File: config.mk
export PLATFORM = sky130hd
export DESIGN_NAME = uart_rx
export DESIGN_NICKNAME = d
export VERILOG_FILES = /design/src/rtl/uart_rx.sv
export SDC_FILE = /design/constraint.sdc
export NUM_CORES = 1
export LEC_CHECK = 0
export CORE_UTILIZATION = 57
export CTS_CLUSTER_SIZE = 8
export DETAILED_ROUTE_END_ITERATION = 7
export PLACE_DENSITY = 0.78
export SYNTH_ARGS = -nofsm -noshare
export SYNTH_HDL_FRONTEND = slang
export SYNTH_SLANG_ARGS = --single-unit
File: constraint.sdc
create_clock -name clk -period 2.69 [get_ports clk]
set_clock_uncertainty 0.05 [all_clocks]
set_input_delay 0.538 -clock clk [delete_from_list [all_inputs] [get_ports clk]]
set_output_delay 0.538 -clock clk [all_outputs]
set_load 0.02 [all_outputs]
File: src/rtl/uart_rx.sv
`default_nettype none
// ============================================================================
//  Module   : uart_rx
//  Purpose  : 8N1 UART receiver, LSB first. Synchronises the asynchronous rx
//             pin, detects the start bit, samples every bit at its centre and
//             presents each received byte with a one-cycle valid pulse.
//  Ports    : clk        - system clock
//             rst_n      - asynchronous active-low reset
//             rx         - serial input, idle high, asynchronous to clk
//             busy       - high while a frame is in progress (not IDLE)
//             valid      - one-cycle pulse, dout holds a good byte
//             frame_err  - one-cycle pulse, stop bit was sampled low
//             dout       - last received byte, held until the next frame ends
//  Options  : UART_RX_MAJORITY_EN - when defined, every sample point uses the
//             2-of-3 majority of the last three synchronised rx values.
//  Revision : 1.0 - initial release
// ============================================================================
module uart_rx #(
    parameter int unsigned CLKS_PER_BIT = 100
) (
    input  logic       clk,
    input  logic       rst_n,
    input  logic       rx,
    output logic       busy,
    output logic       valid,
    output logic       frame_err,
    output logic [7:0] dout
);

    localparam logic [15:0] c_HALF_LAST = 16'(CLKS_PER_BIT / 2 - 1);
    localparam logic [15:0] c_BIT_LAST  = 16'(CLKS_PER_BIT - 1);

    localparam logic [2:0] c_IDLE      = 3'd0;
    localparam logic [2:0] c_START     = 3'd1;
    localparam logic [2:0] c_DATA      = 3'd2;
    localparam logic [2:0] c_STOP      = 3'd3;
    localparam logic [2:0] c_WAIT_HIGH = 3'd4;

    logic        r_sync1;
    logic        r_rx_s;
    logic [2:0]  r_state;
    logic [2:0]  w_state_next;
    logic [15:0] r_count;
    logic [2:0]  r_index;
    logic [7:0]  r_shift;
    logic [7:0]  r_dout;
    logic        r_valid;
    logic        r_frame_err;
    logic        w_bit;
    logic        w_sample;
    logic        w_valid_next;
    logic        w_err_next;

    // Two-flop synchroniser; idles high so reset never looks like a start bit.
    always_ff @(posedge clk or negedge rst_n) begin
        if (!rst_n) begin
            r_sync1 <= 1'b1;
            r_rx_s  <= 1'b1;
        end else begin
            r_sync1 <= rx;
            r_rx_s  <= r_sync1;
        end
    end

`ifdef UART_RX_MAJORITY_EN
    // Two previous rx_s values plus the current one form the 3-sample window,
    // so the vote adds no delay to the sample points.
    logic [1:0] r_hist;

    always_ff @(posedge clk or negedge rst_n) begin
        if (!rst_n) begin
            r_hist <= 2'b11;
        end else begin
            r_hist <= {r_hist[0], r_rx_s};
        end
    end

    assign w_bit = (r_hist[1] & r_hist[0]) | (r_hist[1] & r_rx_s) | (r_hist[0] & r_rx_s);
`else
    assign w_bit = r_rx_s;
`endif

    // Next-state and pulse decode.
    always_comb begin
        w_state_next = r_state;
        w_sample     = 1'b0;
        w_valid_next = 1'b0;
        w_err_next   = 1'b0;
        case (r_state)
            c_IDLE: begin
                if (!r_rx_s) begin
                    w_state_next = c_START;
                end
            end
            c_START: begin
                if (r_count == c_HALF_LAST) begin
                    w_sample     = 1'b1;
                    // A high sample here is a glitch or false start.
                    w_state_next = w_bit ? c_IDLE : c_DATA;
                end
            end
            c_DATA: begin
                if (r_count == c_BIT_LAST) begin
                    w_sample = 1'b1;
                    if (r_index == 3'd7) begin
                        w_state_next = c_STOP;
                    end
                end
            end
            c_STOP: begin
                if (r_count == c_BIT_LAST) begin
                    w_sample = 1'b1;
                    if (w_bit) begin
                        w_valid_next = 1'b1;
                        w_state_next = c_IDLE;
                    end else begin
                        w_err_next   = 1'b1;
                        w_state_next = c_WAIT_HIGH;
                    end
                end
            end
            c_WAIT_HIGH: begin
                // Hold here through a break so it reports only one error.
                if (r_rx_s) begin
                    w_state_next = c_IDLE;
                end
            end
            default: begin
                w_state_next = c_IDLE;
            end
        endcase
    end

    always_ff @(posedge clk or negedge rst_n) begin
        if (!rst_n) begin
            r_state     <= c_IDLE;
            r_count     <= 16'd0;
            r_index     <= 3'd0;
            r_shift     <= 8'd0;
            r_dout      <= 8'd0;
            r_valid     <= 1'b0;
            r_frame_err <= 1'b0;
        end else begin
            r_state     <= w_state_next;
            r_valid     <= w_valid_next;
            r_frame_err <= w_err_next;

            // Restart the bit timer on every state change and after every
            // sample, so each DATA bit is timed from the previous centre.
            if (w_sample || (w_state_next != r_state) ||
                (r_state == c_IDLE) || (r_state == c_WAIT_HIGH)) begin
                r_count <= 16'd0;
            end else begin
                r_count <= r_count + 16'd1;
            end

            // index wraps 7 -> 0 on the last data bit, ready for the next frame.
            if ((r_state == c_DATA) && w_sample) begin
                r_shift[r_index] <= w_bit;
                r_index          <= r_index + 3'd1;
            end

            // The byte is published on a framing error as well.
            if ((r_state == c_STOP) && w_sample) begin
                r_dout <= r_shift;
            end
        end
    end

    assign busy      = (r_state != c_IDLE);
    assign valid     = r_valid;
    assign frame_err = r_frame_err;
    assign dout      = r_dout;

endmodule
`default_nettype wire

==> impl_metrics.yaml <==
logic_synthesis:
  synthMuxAreaShare_pct: 10.2
  syn_inst: 174
  syn_area_per_cell_um2: 11.5
  synth-simple-area-share_pct: 23.4
  synthAdderAreaFrac_pct: 2.51
  synth-compound-area-share_pct: 2.51
  ys_seq_area_share_pct: 52.9
  synth_top_family_by_area: "simple AND/OR/NAND/NOR gates"
  synthXorXnorAreaFrac_pct: 6.15
  synth_top_area_share_pct: 50.2
  synth_area_leaders: "dfrtp_1 (50%), mux2_2 (10%), xnor2_1 (5.7%)"
  ys_types: 31
  synth_area_um2: 1990
  yosysTopAreaCell: "dfrtp_1"
  yosysWarnings: 0
  yosys_register_bits: 42
  synth_fp_nets: 181
pwr:
  swShare_pct: 22.0
  seqPwrFrac_pct: 65.2
  p_int_uw: 762
  power_per_cell_area_nw_per_um2: 442
  clockPowerShare_pct: 33.4
  irDropWorstVdd_mv: 0.344
  power.leakage_uw: 0.000996
  combPwrFrac_pct: 1.4
  p_sw_uw: 215
  fin_total_pwr_uw: 977
sta:
  fin_crit_sh_pct: 92.0
  period_minus_slack_ns: 2.47
  worst_slew_pin_slew_ns: 0.904
  setup_slack_ns: 0.215
  setup_viol: 0
  slew_viol_final: 0
  slew_headroom_pct: 39.7
  fin_tns_setup_ns: 0
  fmax_mhz: 404
  hold_viol_final: 0
  rsz0062_at_grt: "false"
final_layout:
  antenna_cells: 0
  finalNonFillerCells: 236
  finish.utilization_pct: 66.2
  final_common_cell: "dfrtp_1"
  final_layout_size_suffix_gt1_share_pct: 20.0
  final_net_count: 196
  area_delta_synth_final_pct: 10.9
  final_cell_mix: "dfrtp_1 (40), nor2_1 (22), mux2_2 (18), xnor2_1 (13), clkdlybuf4s50_1 (12)"
setup_path:
  r2r-start: "r_count[12]"
  r2r-end: "dout[5]"
  cp-startpoint: "r_count[12]"
  critPathMaxFanout: 9
  required_ns: 2.88
  arrival_ns: 2.66
  endpoint: "dout[5]"
  rr_worst_depth: 4
  start_kind: "flop"
  ff2ff_setup_slack_ns: 0.22
  crit_type: "flop to flop"
  end_kind: "flop"
clock_tree:
  clkSinkCount: 42
  ctsResizeCount: 0
  cts_setup_buffers: 0
  clk_path_buf_depth: 2
  postCtsHoldBufs: 0
  root_buffer: "clkbuf_4"
  numCtsBuffers: 5
  clkTransAtPathRegs_ns: 0.13
  htree_num_levels: 2
  worstSkewPairLatency_ns: 0.35
  cts_tree: "built"
global_routing:
  grt_pass1_vias: 1234
  antenna_found_initial: 0
  overflow: 0
  grt_pass1_wl_mm: 5.61
  grtUsageTotal_pct: 21.1
  grt_max_degree: 43
die:
  die_h_um: 61.1
  ios: 14
  die_w_um: 61.1
  die_area_um2: 3740
  start_util_pct: 59.7
  rows: 21
  core_area_um2: 3340
detailed_routing:
  vias: 1325
  drt-initial-drc-count: 68
  drt-wirelength-per-cell_um: 14.6
  drc: 0
  final_antenna_net_count: 0
  drt-vias-per-instance: 5.61
  wirelength_mm: 3.44
  first_pass_iters: 4
placed_design:
  gp_congestion: 0.730
  dp_hpwl_mm: 2.40
  dp_slack_ns: 0.225
  dp_cells: 228
  portBuffers: 13
flow_run:
  maxCapViolations: 0
run_status:
  status: "completed"
hold_path:
  hp-class: "input port to async pin"
synthesized netlist by cell type:
| master | n |
|---|---|
| a21oi_1 | 3 |
| a22oi_4 | 1 |
| a2bb2oi_1 | 1 |
| and2_1 | 1 |
| and3_1 | 2 |
| buf_1 | 1 |
| buf_4 | 1 |
| buf_6 | 1 |
| clkbuf_1 | 2 |
| dfrtp_1 | 40 |
| dfstp_2 | 2 |
| ha_1 | 4 |
| inv_1 | 5 |
| mux2_2 | 18 |
| nand2_1 | 6 |
| nand2b_1 | 1 |
| nand3_1 | 8 |
| nand4_1 | 6 |
| nand4b_1 | 6 |
| nor2_1 | 22 |
| nor2b_1 | 3 |
| nor3_1 | 4 |
| nor3b_1 | 2 |
| nor4_1 | 5 |
| nor4_2 | 2 |
| o21ai_0 | 1 |
| or2_2 | 2 |
| or3_1 | 6 |
| or4_4 | 4 |
| xnor2_1 | 13 |
| xor2_1 | 1 |
worst max-delay path, stage by stage, from the launching register on:
cell	delay [ns]
dfrtp_1	0.44
or4_4	0.60
nor4_2	0.41
and3_1	0.48
mux2_2	0.39
how the worst min path moves through the flow:
stage / startpoint / to / slack, ns / depth (start not counted)
global placement: r_sync1 / r_rx_s / 0.30 / 0
finish: rst_n / r_state[0] / 0.25 / 1
detailed placement: r_sync1 / r_rx_s / 0.30 / 0
floorplan: rst_n / dout[0] / 0.19 / 0
CTS: rst_n / r_index[2] / 0.27 / 1
global route: rst_n / r_shift[0] / 0.31 / 1
sequential cells by signal, indices dropped and copies added, names as in the netlist:
register	count
frame_err	1
dout	8
r_sync1	1
r_state	3
r_index	3
r_shift	8
r_count	16
r_rx_s	1
valid	1
layout make-up:
| class | count | area [um^2] |
|---|---|---|
| clock inverters | 2 | 12.5 |
| fillers | 281 | 1130 |
| well taps | 46 | 57.6 |
| inverters | 5 | 18.8 |
| repair buffers | 13 | 125 |
| multi-input cells | 122 | 891 |
| flip-flops and latches | 42 | 1050 |
| clock buffers | 6 | 51.3 |
per-stage QoR:
| stage | area, um^2 | hold slack [ns] |
|---|---|---|
| floorplan | 1990 | 0.192 |
| global placement | 2150 | 0.298 |
| detailed placement | 2150 | 0.301 |
| CTS | 2210 | 0.273 |
| global route | 2210 | 0.307 |
| finish | 2210 | 0.253 |
power groups by stage:
| stage | clock [uW] | combinational [uW] | sequential [uW] |
|---|---|---|---|
| after floorplan | 0 | 2.00 | 647 |
| after global placement | 0 | 14.1 | 649 |
| after detailed placement | 0 | 14.6 | 649 |
| after CTS | 333 | 14.7 | 637 |
| after global routing | 358 | 16.5 | 638 |
| final | 326 | 13.8 | 637 |
layer usage:
layer  GRT usage (%)  share of wire [%]  vias up
met5               0                  0        -
met4            10.1                1.9        0
met3            4.83                2.8        8
met2            32.3                 47       24
met1            28.5                 49      642
li1                -                  -      651
logic make-up after synthesis:
kind of cell,Yosys count
compound gates,6
simple gates,80
mux,18
buf+inv,10
flops,42
fa+ha+maj,4
xor+xnor,14
Power figures use the tool's default switching activity.
